## src/rtl/writeback_multi_if.sv

```systemverilog
// Bundle, regfile-write, counter and commit-trace signals of the writeback_multi stage.
// slave is the stage side; master is the upstream/regfile/trace-sink side.
interface writeback_multi_if #(
   parameter int unsigned NUM_LANES = 2
);

   logic                    flush_i;
   logic                    stall_i;
   logic                    stall_o;

   logic [NUM_LANES-1:0]    in_valid;
   logic [NUM_LANES-1:0]    in_we;
   logic [5*NUM_LANES-1:0]  in_rd;
   logic [32*NUM_LANES-1:0] in_data;
   logic [32*NUM_LANES-1:0] in_pc;

   logic [NUM_LANES-1:0]    reg_we;
   logic [5*NUM_LANES-1:0]  reg_idx;
   logic [32*NUM_LANES-1:0] reg_data;

   logic [63:0]             instret;
   logic [63:0]             cycle_cnt;

   logic                    trace_valid;
   logic                    trace_ready;
   logic [NUM_LANES-1:0]    trace_mask;
   logic [32*NUM_LANES-1:0] trace_pc;
   logic [NUM_LANES-1:0]    trace_we;
   logic [5*NUM_LANES-1:0]  trace_rd;
   logic [32*NUM_LANES-1:0] trace_data;

   modport slave (
      input  flush_i, stall_i, in_valid, in_we, in_rd, in_data, in_pc, trace_ready,
      output stall_o, reg_we, reg_idx, reg_data, instret, cycle_cnt,
             trace_valid, trace_mask, trace_pc, trace_we, trace_rd, trace_data
   );

   modport master (
      output flush_i, stall_i, in_valid, in_we, in_rd, in_data, in_pc, trace_ready,
      input  stall_o, reg_we, reg_idx, reg_data, instret, cycle_cnt,
             trace_valid, trace_mask, trace_pc, trace_we, trace_rd, trace_data
   );

endinterface

```

## src/rtl/writeback_multi.sv

```systemverilog
// N-lane writeback stage: regfile write ports with youngest-wins WAW resolution, retire/cycle
// counters. Define COMMIT_TRACE_EN for the commit-trace FIFO and its backpressure.
module writeback_multi #(
   parameter int unsigned NUM_LANES   = 2,
   parameter int unsigned TRACE_DEPTH = 4
) (
   input logic              clk,
   input logic              rst,
   writeback_multi_if.slave wb_io
);

   logic [NUM_LANES-1:0]    valid_q, valid_d;
   logic [NUM_LANES-1:0]    we_q, we_d;
   logic [5*NUM_LANES-1:0]  rd_q, rd_d;
   logic [32*NUM_LANES-1:0] data_q, data_d;
   logic [32*NUM_LANES-1:0] pc_q, pc_d;
   logic [63:0]             instret_q, instret_d;
   logic [63:0]             cycle_q, cycle_d;

   logic                    any_valid;
   logic                    blocked;
   logic                    fire;
   logic                    stall_out;
   logic [NUM_LANES-1:0]    commit_we;
   logic [2:0]              pop_cnt;

   assign any_valid = |valid_q;
   assign fire      = any_valid & ~blocked;
   assign stall_out = wb_io.stall_i | blocked;

   // A lane loses its write if any younger valid lane writes the same rd.
   always_comb begin
      commit_we = '0;
      for (int unsigned i = 0; i < NUM_LANES; i++) begin
         commit_we[i] = fire & valid_q[i] & we_q[i] & (rd_q[5*i+:5] != 5'd0);
         for (int unsigned j = i + 1; j < NUM_LANES; j++) begin
            if (valid_q[j] && we_q[j] && (rd_q[5*j+:5] == rd_q[5*i+:5])) begin
               commit_we[i] = 1'b0;
            end
         end
      end
   end

   always_comb begin
      pop_cnt = '0;
      for (int unsigned i = 0; i < NUM_LANES; i++) begin
         pop_cnt = pop_cnt + {2'b00, valid_q[i]};
      end
   end

   always_comb begin
      valid_d = valid_q;
      we_d    = we_q;
      rd_d    = rd_q;
      data_d  = data_q;
      pc_d    = pc_q;
      if (wb_io.flush_i) begin
         valid_d = '0;
      end else if (!stall_out) begin
         valid_d = wb_io.in_valid;
         we_d    = wb_io.in_we;
         rd_d    = wb_io.in_rd;
         data_d  = wb_io.in_data;
         pc_d    = wb_io.in_pc;
      end else if (fire && wb_io.stall_i) begin
         // Committed while held upstream: drop it so it cannot write twice.
         valid_d = '0;
      end
   end

   assign instret_d = fire ? instret_q + {61'd0, pop_cnt} : instret_q;
   assign cycle_d   = cycle_q + 64'd1;

   always_ff @(posedge clk) begin
      if (rst) begin
         valid_q   <= '0;
         we_q      <= '0;
         rd_q      <= '0;
         data_q    <= '0;
         pc_q      <= '0;
         instret_q <= '0;
         cycle_q   <= '0;
      end else begin
         valid_q   <= valid_d;
         we_q      <= we_d;
         rd_q      <= rd_d;
         data_q    <= data_d;
         pc_q      <= pc_d;
         instret_q <= instret_d;
         cycle_q   <= cycle_d;
      end
   end

   assign wb_io.stall_o   = stall_out;
   assign wb_io.reg_we    = commit_we;
   assign wb_io.reg_idx   = rd_q;
   assign wb_io.reg_data  = data_q;
   assign wb_io.instret   = instret_q;
   assign wb_io.cycle_cnt = cycle_q;

`ifdef COMMIT_TRACE_EN
   localparam int unsigned PtrW = $clog2(TRACE_DEPTH);
   localparam int unsigned RecW = 71 * NUM_LANES;

   logic [RecW-1:0] mem_q [TRACE_DEPTH];
   logic [PtrW:0]   wr_ptr_q, wr_ptr_d;
   logic [PtrW:0]   rd_ptr_q, rd_ptr_d;
   logic            fifo_full;
   logic            fifo_empty;
   logic            push;
   logic            pop;
   logic [RecW-1:0] head;

   assign fifo_empty = (wr_ptr_q == rd_ptr_q);
   assign fifo_full  = (wr_ptr_q[PtrW] != rd_ptr_q[PtrW]) &&
                       (wr_ptr_q[PtrW-1:0] == rd_ptr_q[PtrW-1:0]);
   assign blocked    = any_valid & fifo_full;
   // Fullness comes from registered pointers, so a same-cycle pop never makes room.
   assign push       = fire & ~fifo_full;
   assign pop        = ~fifo_empty & wb_io.trace_ready;
   assign wr_ptr_d   = wr_ptr_q + {{PtrW{1'b0}}, push};
   assign rd_ptr_d   = rd_ptr_q + {{PtrW{1'b0}}, pop};

   always_ff @(posedge clk) begin
      if (rst) begin
         wr_ptr_q <= '0;
         rd_ptr_q <= '0;
      end else begin
         wr_ptr_q <= wr_ptr_d;
         rd_ptr_q <= rd_ptr_d;
      end
   end

   always_ff @(posedge clk) begin
      if (push) begin
         mem_q[wr_ptr_q[PtrW-1:0]] <= {valid_q, pc_q, commit_we, rd_q, data_q};
      end
   end

   assign head              = mem_q[rd_ptr_q[PtrW-1:0]];
   assign wb_io.trace_valid = ~fifo_empty;
   assign {wb_io.trace_mask, wb_io.trace_pc, wb_io.trace_we, wb_io.trace_rd,
           wb_io.trace_data} = fifo_empty ? '0 : head;
`else
   logic unused_trace;

   assign blocked           = 1'b0;
   assign wb_io.trace_valid = 1'b0;
   assign wb_io.trace_mask  = '0;
   assign wb_io.trace_pc    = '0;
   assign wb_io.trace_we    = '0;
   assign wb_io.trace_rd    = '0;
   assign wb_io.trace_data  = '0;
   assign unused_trace      = ^{pc_q, wb_io.trace_ready, (TRACE_DEPTH != 0)};
`endif

endmodule

```

## src/flat_wrapper.sv

```systemverilog
// flat-port wrapper written by rule: the top's interface ports become plain ports
module writeback_multi_flat 
#(
   parameter int unsigned NUM_LANES   = 2,
   parameter int unsigned TRACE_DEPTH = 4
)
  (clk, rst, wb_io_flush_i, wb_io_stall_i, wb_io_in_valid, wb_io_in_we, wb_io_in_rd, wb_io_in_data, wb_io_in_pc, wb_io_trace_ready, wb_io_stall_o, wb_io_reg_we, wb_io_reg_idx, wb_io_reg_data, wb_io_instret, wb_io_cycle_cnt, wb_io_trace_valid, wb_io_trace_mask, wb_io_trace_pc, wb_io_trace_we, wb_io_trace_rd, wb_io_trace_data);
  writeback_multi_if #(.NUM_LANES(NUM_LANES)) wb_io_i ();
  input logic clk;
  input logic rst;
  input wire logic [$bits(wb_io_i.flush_i)-1:0] wb_io_flush_i;
  input wire logic [$bits(wb_io_i.stall_i)-1:0] wb_io_stall_i;
  input wire logic [$bits(wb_io_i.in_valid)-1:0] wb_io_in_valid;
  input wire logic [$bits(wb_io_i.in_we)-1:0] wb_io_in_we;
  input wire logic [$bits(wb_io_i.in_rd)-1:0] wb_io_in_rd;
  input wire logic [$bits(wb_io_i.in_data)-1:0] wb_io_in_data;
  input wire logic [$bits(wb_io_i.in_pc)-1:0] wb_io_in_pc;
  input wire logic [$bits(wb_io_i.trace_ready)-1:0] wb_io_trace_ready;
  output wire logic [$bits(wb_io_i.stall_o)-1:0] wb_io_stall_o;
  output wire logic [$bits(wb_io_i.reg_we)-1:0] wb_io_reg_we;
  output wire logic [$bits(wb_io_i.reg_idx)-1:0] wb_io_reg_idx;
  output wire logic [$bits(wb_io_i.reg_data)-1:0] wb_io_reg_data;
  output wire logic [$bits(wb_io_i.instret)-1:0] wb_io_instret;
  output wire logic [$bits(wb_io_i.cycle_cnt)-1:0] wb_io_cycle_cnt;
  output wire logic [$bits(wb_io_i.trace_valid)-1:0] wb_io_trace_valid;
  output wire logic [$bits(wb_io_i.trace_mask)-1:0] wb_io_trace_mask;
  output wire logic [$bits(wb_io_i.trace_pc)-1:0] wb_io_trace_pc;
  output wire logic [$bits(wb_io_i.trace_we)-1:0] wb_io_trace_we;
  output wire logic [$bits(wb_io_i.trace_rd)-1:0] wb_io_trace_rd;
  output wire logic [$bits(wb_io_i.trace_data)-1:0] wb_io_trace_data;
  assign wb_io_i.flush_i = wb_io_flush_i;
  assign wb_io_i.stall_i = wb_io_stall_i;
  assign wb_io_i.in_valid = wb_io_in_valid;
  assign wb_io_i.in_we = wb_io_in_we;
  assign wb_io_i.in_rd = wb_io_in_rd;
  assign wb_io_i.in_data = wb_io_in_data;
  assign wb_io_i.in_pc = wb_io_in_pc;
  assign wb_io_i.trace_ready = wb_io_trace_ready;
  assign wb_io_stall_o = wb_io_i.stall_o;
  assign wb_io_reg_we = wb_io_i.reg_we;
  assign wb_io_reg_idx = wb_io_i.reg_idx;
  assign wb_io_reg_data = wb_io_i.reg_data;
  assign wb_io_instret = wb_io_i.instret;
  assign wb_io_cycle_cnt = wb_io_i.cycle_cnt;
  assign wb_io_trace_valid = wb_io_i.trace_valid;
  assign wb_io_trace_mask = wb_io_i.trace_mask;
  assign wb_io_trace_pc = wb_io_i.trace_pc;
  assign wb_io_trace_we = wb_io_i.trace_we;
  assign wb_io_trace_rd = wb_io_i.trace_rd;
  assign wb_io_trace_data = wb_io_i.trace_data;
  writeback_multi #(.NUM_LANES(NUM_LANES), .TRACE_DEPTH(TRACE_DEPTH)) u_core (.clk(clk), .rst(rst), .wb_io(wb_io_i));
endmodule
```

## config.mk

```make
export PLATFORM = sky130hd
export DESIGN_NAME = writeback_multi_flat
export DESIGN_NICKNAME = d
export VERILOG_FILES = /design/src/rtl/writeback_multi_if.sv /design/src/rtl/writeback_multi.sv /design/src/flat_wrapper.sv
export SDC_FILE = /design/constraint.sdc
export NUM_CORES = 1
export LEC_CHECK = 0
export CORE_ASPECT_RATIO = 0.6
export CORE_UTILIZATION = 30
export CTS_BUF_LIST = sky130_fd_sc_hd__clkbuf_16
export DETAILED_ROUTE_END_ITERATION = 16
export SYNTH_ARGS = -nofsm -noshare
export SYNTH_HDL_FRONTEND = slang
export SYNTH_SLANG_ARGS = --single-unit
```

## constraint.sdc

```tcl
create_clock -name clk -period 3.5 [get_ports clk]
set_input_delay 0.7 -clock clk [delete_from_list [all_inputs] [get_ports clk]]
set_output_delay 0.7 -clock clk [all_outputs]
set_load 0.005 [all_outputs]
```

==> impl_metrics.csv, run 1 <==
group,metric,value,unit
grt,grt_antenna_before_repair,1,
grt,grt-ovfl-total,0,
sta,finalCritPeriodShare,0.869,
final_layout,drive_gt1_frac,0.0424,
sta,fmax,0.329,GHz
synth,synth.top_cells.by_count,"dfxtp_1, nand2_1, buf_4",
final_layout,areaGrowthSynthToFinish,34.5,%
clock_network,cts_buffer_depth,3,
worst_setup_path,endpoint_kind,"flop",
synth,yosys_register_bits,206,
power_and_ir_drop,netSwitchingPower,1210,uW
synth,ys_async_sr_fraction,0,
clock_network,clk_latency,0.51,ns
worst_setup_path,cp-start-kind,"flop",
sta,final-setup-viol-count,0,
sta,hold_slack,0.454,ns
placement,dp.final_hpwl,23000,um
placement,dp_slack,0.471,ns
grt,grt_pass1_wl,46300,um
clock_network,clockRootBuffer,"clkbuf_16",
synth,synth_top_area_share,0.410,
clock_network,cts_resized,0,
synth,ys_warn_count,0,
worst_setup_path,cp_data_arrival_time,3.48,ns
synth,yosysMostFrequentCell,"dfxtp_1",
synth,syn_avg_cell_area,8.02,um2
synth,synthFlopType,"dfxtp_1",
synth,yosysUniqueCellTypes,47,
sta,fin_worst_skew,0.00630,ns
final_layout,utilization,0.413,
floorplan,fp.dieW,238,um
worst_hold_path,hp-class,"flop to flop",
floorplan,rows,51,
sta,fin_tns_setup,0,ns
route,drtPass1Iterations,5,
synth,synth.top_cells.by_area,"dfxtp_1, buf_4, nand2_1",
placement,io_buffers,286,
sta,period_minus_slack,3.04,ns
synth,ys_seq_area_frac,0.410,
final_layout,finalNetCount,1673,
route,route.met2.wl,14100,um
final_layout,fillers,3333,
clock_network,post_cts_buffers,0,
power_and_ir_drop,power.density,367,nW/um2
power_and_ir_drop,p_seq_frac,0.487,
route,routed.top_layer,"met4",
final_layout,seqCellArea,4120,um2
floorplan,die_area,34300,um2
worst_setup_path,critPathKind,"flop to flop",
grt,track_usage,0.170,
power_and_ir_drop,swShare,0.243,
worst_setup_path,crit_chain,"inv_1 > ha_1 > ha_1 > inv_1 > fa_1 > nand4b_1 > or4_1 > nor4_1 > or3b_1 > a21oi_1",
worst_setup_path,crit_family,"simple AND/OR/NAND/NOR gates",
clock_network,clock-sinks,206,
sta,setup_slack,0.460,ns
synth,synth_area,10100,um2
power_and_ir_drop,ir_drop,0.337,mV
sta,final-max-slew-violation-count,0,
power_and_ir_drop,p_int,3760,uW
route,vias_per_cell,4.64,
worst_setup_path,critPathBufInv,2,
worst_setup_path,slowest_delay,0.51,ns
floorplan,coreArea,32700,um2
route,wl_met3,1460,um
route,wl_met1,14900,um
clock_network,cts_tree,"built",
run_status,status,"finished, final reports clean",
route,wl_per_cell,15.7,um
clock_network,postCtsHoldBufs,0,
clock_network,clk_pin_slew,0.06,ns
worst_setup_path,required,3.94,ns
grt,grt_max_degree,71,
placement,placed_cells,1946,
power_and_ir_drop,pwr-share-clk,0.437,
final_layout,final_cells,1985,
worst_setup_path,crit_slowest_cell,"or4_1",
final_layout,multi_input_comb_area,5110,um2
clock_network,cts_htree_levels,1,
route,remaining_drc_errors,0,
power_and_ir_drop,p_leak,0.00462,uW
floorplan,fp.dieH,144,um
sta,hold_violations,0,
synth,syn_inst,1254,
floorplan,io_pins,495,
placement,gp_congestion,0.857,
sta,relSlewSlack,0.448,
power_and_ir_drop,power_frac_comb,0.076,
sta,rsz0062_at_grt,"false",
sta,tightest_slew,0.821,ns
grt,grt_pass1_vias,7978,
route,vias,9216,
synth,synth_top_area_cell,"dfxtp_1",
route,ant_nets,0,
worst_setup_path,crit_fanout,5,
synth,synth_edf_count,0,
flow_run,maxCapViolations,0,
route,drt_iter0_markers,492,
floorplan,start_util,0.307,
route,wl,31100,um
clock_network,numCtsBuffers,22,
-- logic make-up (layout without fill, tap and decap cells) --
kind of cell,Yosys count,after routing,share of synthesized area
flip-flops,206,206,0.410
other,1,144,0.000373
multiplexers,5,5,0.00547
XOR/XNOR,78,78,0.0679
AND/OR/NAND/NOR,566,566,0.281
AO/OA/AOI/OAI,175,175,0.0919
adder cells (fa/ha/maj),6,6,0.00821
buffers and inverters,217,355,0.136
-- flip-flops by register name, indices dropped and copies added, names as in the netlist --
register,flops
u_core.we_q,2
u_core.wb_io.instret,64
u_core.valid_q,2
u_core.wb_io.reg_data,64
u_core.wb_io.reg_idx,10
u_core.wb_io.cycle_cnt,64
-- worst reg2reg max path: stages (launching register included) --
cell,delay (ns)
dfxtp_1,0.40
inv_1,0.07
ha_1,0.28
ha_1,0.16
inv_1,0.05
fa_1,0.42
nand4b_1,0.21
or4_1,0.51
nor4_1,0.35
or3b_1,0.39
a21oi_1,0.15
-- placed cells by master (no fill, tap or decap), drive strengths merged, types with 3 or more instances in the layout --
cell	n
o21ai	34
or4	21
nor2	102
inv	18
clkdlybuf4s50	285
nand2	198
dfxtp	206
and2	4
xor2	32
clkinv	10
nand2b	3
or3	38
nor4	28
clkbuf	23
and4	15
nor4b	4
nor3	23
a21oi	124
o31ai	8
nand3	46
conb	143
buf	19
and3	13
mux2	4
ha	5
or2	4
nand4	52
nor2b	9
xnor2	46
-- final timing paths --
path,from,end,slack [ns],cells past startpoint
worst max register to register,u_core.valid_q[0],u_core.wb_io.instret[50],0.46,10
worst max-delay path,u_core.valid_q[0],u_core.wb_io.instret[50],0.46,10
worst min-delay path,u_core.wb_io.reg_data[3],u_core.wb_io.reg_data[3],0.45,2
worst min register to register,u_core.wb_io.reg_data[3],u_core.wb_io.reg_data[3],0.45,2
-- stage by stage --
stage               instance area [um2]  total power, uW
CTS                               13500             5040
global placement                  12900             2840
global route                      13500             5200
floorplan                         10600             2740
detailed placement                12900             2850
finish                            13500             4970
-- final cells by class --
class                           instances  area share
Timing Repair Buffer                  304       0.224
Multi-Input combinational cell        973       0.378
Antenna cell                            1    0.000185
Tap cell                              450      0.0416
Inverter                               13     0.00361
Clock inverter                         15     0.00481
Clock buffer                           23      0.0425
Sequential cell                       206       0.305
-- routing by layer --
layer,up-vias,global-route usage
li1,4579,-
met1,4373,0.248
met2,217,0.251
met3,47,0.0359
met4,0,0.0428
met5,-,0
-- power groups by stage --
stage	combinational [uW]	sequential [uW]	clock, uW
2_1_floorplan	266	2470	0
3_3_place_gp	375	2470	0
3_5_place_dp	378	2470	0
4_1_cts	380	2420	2240
5_1_grt	421	2420	2350
6_report	378	2420	2170
Power figures use the tool's default switching activity.
==> run 2: changes to the inputs <==
- CORE_AREA: not set -> 2 2 192 194
- CORE_ASPECT_RATIO: 0.6 -> not set
- CORE_UTILIZATION: 30 -> not set
- DIE_AREA: not set -> 0 0 194 196
- PLACE_DENSITY: not set -> 0.59
==> impl_metrics.csv, run 2 (synthesis results as in run 1) <==
group,metric,value,unit
worst_setup_path,crit_fanout,6,
worst_setup_path,crit_family,"simple AND/OR/NAND/NOR gates",
grt,track_usage,0.147,
sta,fin_worst_skew,0.0119,ns
route,vias,9313,
sta,rsz0062_at_grt,"false",
flow_run,maxCapViolations,0,
clock_network,clk_latency,0.53,ns
clock_network,post_cts_buffers,0,
route,remaining_drc_errors,0,
power_and_ir_drop,power.density,376,nW/um2
final_layout,areaGrowthSynthToFinish,35.7,%
power_and_ir_drop,p_leak,0.00468,uW
worst_setup_path,slowest_delay,0.57,ns
run_status,status,"finished, final reports clean",
grt,grt_antenna_before_repair,1,
floorplan,start_util,0.279,
worst_hold_path,hp-class,"flop to flop",
power_and_ir_drop,ir_drop,0.369,mV
worst_setup_path,critPathBufInv,2,
worst_setup_path,cp-start-kind,"flop",
sta,fin_tns_setup,0,ns
final_layout,finalNetCount,1680,
sta,relSlewSlack,0.437,
clock_network,cts_buffer_depth,3,
floorplan,coreArea,36100,um2
worst_setup_path,cp_data_arrival_time,3.59,ns
clock_network,numCtsBuffers,25,
final_layout,n_antenna_cell,0,
sta,final-max-slew-violation-count,0,
floorplan,rows,70,
sta,fmax,0.319,GHz
sta,final-setup-viol-count,0,
clock_network,clk_pin_slew,0.05,ns
worst_setup_path,critPathKind,"flop to flop",
floorplan,io_pins,495,
route,vias_per_cell,4.64,
worst_setup_path,crit_chain,"inv_1 > ha_1 > ha_1 > inv_1 > fa_1 > nand4b_1 > or4_1 > nor4_1 > or3b_1 > a21oi_1",
clock_network,cts_htree_levels,1,
final_layout,final_cell_mix,"clkdlybuf4s50_1, dfxtp_1, nand2_1",
sta,hold_violations,0,
route,drt_iter0_markers,355,
worst_setup_path,endpoint_kind,"flop",
floorplan,die_area,38000,um2
route,wl,29700,um
clock_network,clockRootBuffer,"clkbuf_16",
clock_network,cts_resized,0,
floorplan,fp.dieH,196,um
route,drtPass1Iterations,5,
grt,grt_pass1_wl,46400,um
final_layout,layout_commonest_cell,"clkdlybuf4s50_1",
placement,io_buffers,286,
worst_setup_path,required,3.96,ns
grt,grt_max_degree,77,
grt,grt_pass1_vias,8708,
worst_setup_path,crit_slowest_cell,"or4_1",
final_layout,fillers,3748,
clock_network,postCtsHoldBufs,0,
clock_network,cts_tree,"built",
grt,grt-ovfl-total,0,
clock_network,clock-sinks,206,
sta,finalCritPeriodShare,0.895,
sta,period_minus_slack,3.13,ns
placement,gp_congestion,0.821,
sta,hold_slack,0.451,ns
final_layout,drive_gt1_frac,0.0435,
route,ant_nets,0,
sta,tightest_slew,0.836,ns
placement,dp.final_hpwl,21900,um
route,wl_per_cell,14.8,um
floorplan,fp.dieW,194,um
## run 2: area by class of cell
type | count | area (um2) | area share
clock buffers | 25 | 626 | 0.0458
clock inverters | 16 | 92.6 | 0.00678
inverters | 13 | 48.8 | 0.00357
multi-input cells | 973 | 5110 | 0.374
flip-flops and latches | 206 | 4120 | 0.302
well taps | 468 | 586 | 0.0429
repair buffers | 308 | 3070 | 0.225
## run 2: through the flow
step | worst slack, ns | total power, uW | util | std cells | area [um2]
finish | 0.368 | 5130 | 0.378 | 2009 | 13700
global placement | 0.415 | 2850 | 0.359 | 1968 | 12900
floorplan | 0.543 | 2740 | - | 1396 | 10600
global route | 0.104 | 5350 | 0.378 | 2009 | 13700
detailed placement | 0.358 | 2850 | 0.359 | 1968 | 12900
CTS | 0.350 | 5220 | 0.378 | 2009 | 13700
## run 2: where the power goes
group	switching, uW	internal, uW	leakage (uW)	total [uW]
sequential	30.7	2390	0.00167	2420
combinational	182	196	0.00263	378
clock	986	1350	0.000385	2340
## run 2: routing by layer
layer	track usage	vias up	share of wire
li1	-	4583	-
met1	0.178	4318	0.41
met2	0.242	371	0.46
met3	0.0586	39	0.11
met4	0.0410	2	0.020
met5	0	-	0.00044
## run 2: path summary, 6_finish.rpt
path | start | to | slack, ns | cells past startpoint
min | u_core.wb_io.reg_data[36] | u_core.wb_io.reg_data[36] | 0.45 | 2
min reg2reg | u_core.wb_io.reg_data[36] | u_core.wb_io.reg_data[36] | 0.45 | 2
max reg2reg | u_core.valid_q[0] | u_core.wb_io.instret[46] | 0.37 | 10
max | u_core.valid_q[0] | u_core.wb_io.instret[46] | 0.37 | 10
## run 2: tightest hold or removal path, cell delays in order (launching register included)
cell and delay [ns]:
dfxtp_1 0.30, nand2_1 0.05, a21oi_1 0.05
==> run 3: changes to the inputs <==
- SKIP_LAST_GASP: not set -> 1
- clock period: 3.5 -> 4.06 ns (I/O delays scaled with it)
==> impl_metrics.csv, run 3 (synthesis results as in run 1) <==
group,metric,value,unit
clock_network,cts_tree,"built",
sta,final-max-slew-violation-count,0,
worst_setup_path,endpoint_kind,"flop",
final_layout,drive_gt1_frac,0.0436,
clock_network,cts_resized,0,
grt,grt_antenna_before_repair,0,
final_layout,final_cell_mix,"clkdlybuf4s50_1, dfxtp_1, nand2_1",
sta,fin_tns_setup,0,ns
sta,rsz0062_at_grt,"false",
worst_hold_path,holdCritStartpoint,"u_core.wb_io.reg_data[6]",
clock_network,cts_htree_levels,1,
sta,setup_slack,0.722,ns
route,wl_met1,12500,um
worst_setup_path,cp_data_arrival_time,3.78,ns
route,remaining_drc_errors,0,
worst_setup_path,r2r_cells,10,
clock_network,numCtsBuffers,25,
grt,grt-ovfl-total,0,
sta,period_minus_slack,3.34,ns
route,wl,29900,um
floorplan,fp.dieW,194,um
clock_network,cts_buffer_depth,3,
placement,dp.final_hpwl,21800,um
power_and_ir_drop,p_leak,0.00467,uW
worst_setup_path,worstReg2RegEnd,"u_core.wb_io.instret[50]",
floorplan,fp.dieH,196,um
placement,gp_congestion,0.848,
route,routed.top_layer,"met4",
clock_network,clk_pin_slew,0.06,ns
sta,final-setup-viol-count,0,
clock_network,postCtsHoldBufs,0,
final_layout,layout_commonest_cell,"clkdlybuf4s50_1",
route,wl_met3,3060,um
worst_setup_path,setup.worst_path.start,"u_core.valid_q[0]",
floorplan,rows,70,
sta,hold_violations,0,
sta,fin_worst_skew,0.0163,ns
worst_hold_path,hp-class,"flop to flop",
run_status,status,"finished, final reports clean",
sta,relSlewSlack,0.380,
final_layout,areaGrowthSynthToFinish,35.6,%
floorplan,io_pins,495,
route,wl_per_cell,14.9,um
sta,finalCritPeriodShare,0.822,
worst_setup_path,critPathKind,"flop to flop",
route,ant_nets,0,
power_and_ir_drop,ir_drop,0.326,mV
clock_network,post_cts_buffers,0,
worst_setup_path,r2r_slack,0.72,ns
sta,fmax,0.300,GHz
floorplan,coreArea,36100,um2
floorplan,start_util,0.279,
route,vias_per_cell,4.65,
final_layout,finalNetCount,1673,
clock_network,clk_latency,0.53,ns
route,vias,9328,
clock_network,clock-sinks,206,
flow_run,maxCapViolations,0,
grt,grt_max_degree,102,
final_layout,n_antenna_cell,0,
grt,grt_pass1_vias,8728,
placement,dp_slack,0.686,ns
sta,tightest_slew,0.923,ns
worst_setup_path,endpoint,"u_core.wb_io.instret[50]",
worst_setup_path,r2r_start,"u_core.valid_q[0]",
clock_network,clockRootBuffer,"clkbuf_16",
route,route.met2.wl,13800,um
worst_setup_path,cp-start-kind,"flop",
worst_setup_path,crit_fanout,14,
worst_setup_path,required,4.51,ns
placement,io_buffers,286,
route,drtPass1Iterations,5,
worst_hold_path,whs_path_depth,2,
route,drt_iter0_markers,426,
floorplan,die_area,38000,um2
grt,track_usage,0.149,
grt,grt_pass1_wl,47100,um
power_and_ir_drop,power.density,331,nW/um2
-- run 3: cell count changes in the layout (fill, tap and decap cells not counted), sizes merged --
cell | previous run | this run
buf | 23 | 16
clkinvlp | 0 | 1
inv | 23 | 20
clkinv | 5 | 10
bufinv | 1 | 2
-- run 3: how the worst min path moves through the flow --
stage	end	slack, ns
2_1_floorplan	u_core.we_q[0]	0.44
3_3_place_gp	u_core.wb_io.reg_data[0]	0.44
3_5_place_dp	u_core.wb_io.reg_data[16]	0.45
4_1_cts	u_core.wb_io.reg_data[16]	0.45
5_1_grt	u_core.wb_io.reg_data[6]	0.47
6_report	u_core.wb_io.reg_data[6]	0.45
-- run 3: stage by stage --
| stage | hold WS [ns] | power [uW] | instance area [um2] | utilization | std cells |
|---|---|---|---|---|---|
| after floorplan | 0.436 | 2360 | 10600 | - | 1396 |
| after global placement | 0.441 | 2450 | 12900 | 0.357 | 1961 |
| after detailed placement | 0.446 | 2460 | 12900 | 0.357 | 1961 |
| after CTS | 0.454 | 4600 | 13600 | 0.378 | 2006 |
| after global routing | 0.469 | 4720 | 13600 | 0.378 | 2006 |
| final | 0.451 | 4520 | 13600 | 0.378 | 2006 |
-- run 3: layout make-up --
cell class / instances / area, um2
sequential: 206 / 4120
inverter: 13 / 48.8
timing repair buffer: 301 / 3000
tap: 468 / 586
fill: 3739 / 22400
clock buffer: 25 / 626
clock inverter: 20 / 140
multi-input combinational: 973 / 5110
-- run 3: where the power goes --
group / internal [uW] / switching [uW] / leakage [uW] / total, uW
Clock: 1240 / 870 / 0.000406 / 2110
Sequential: 2060 / 26.5 / 0.00167 / 2090
Combinational: 167 / 157 / 0.00259 / 325
-- run 3: worst max-delay path, stage by stage, from the launching register on --
cell and delay, ns:
dfxtp_1 0.39, inv_1 0.07, ha_1 0.28, ha_1 0.16, inv_1 0.06, fa_1 0.46
nand4b_1 0.22, or4_1 0.69, nor4_1 0.41, or3b_1 0.38, a21oi_1 0.14
-- run 3: layer usage --
metal | vias up | global-route usage
li1 | 4566 | -
met1 | 4349 | 0.182
met2 | 374 | 0.247
met3 | 39 | 0.0560
met4 | 0 | 0.0407
met5 | - | 0
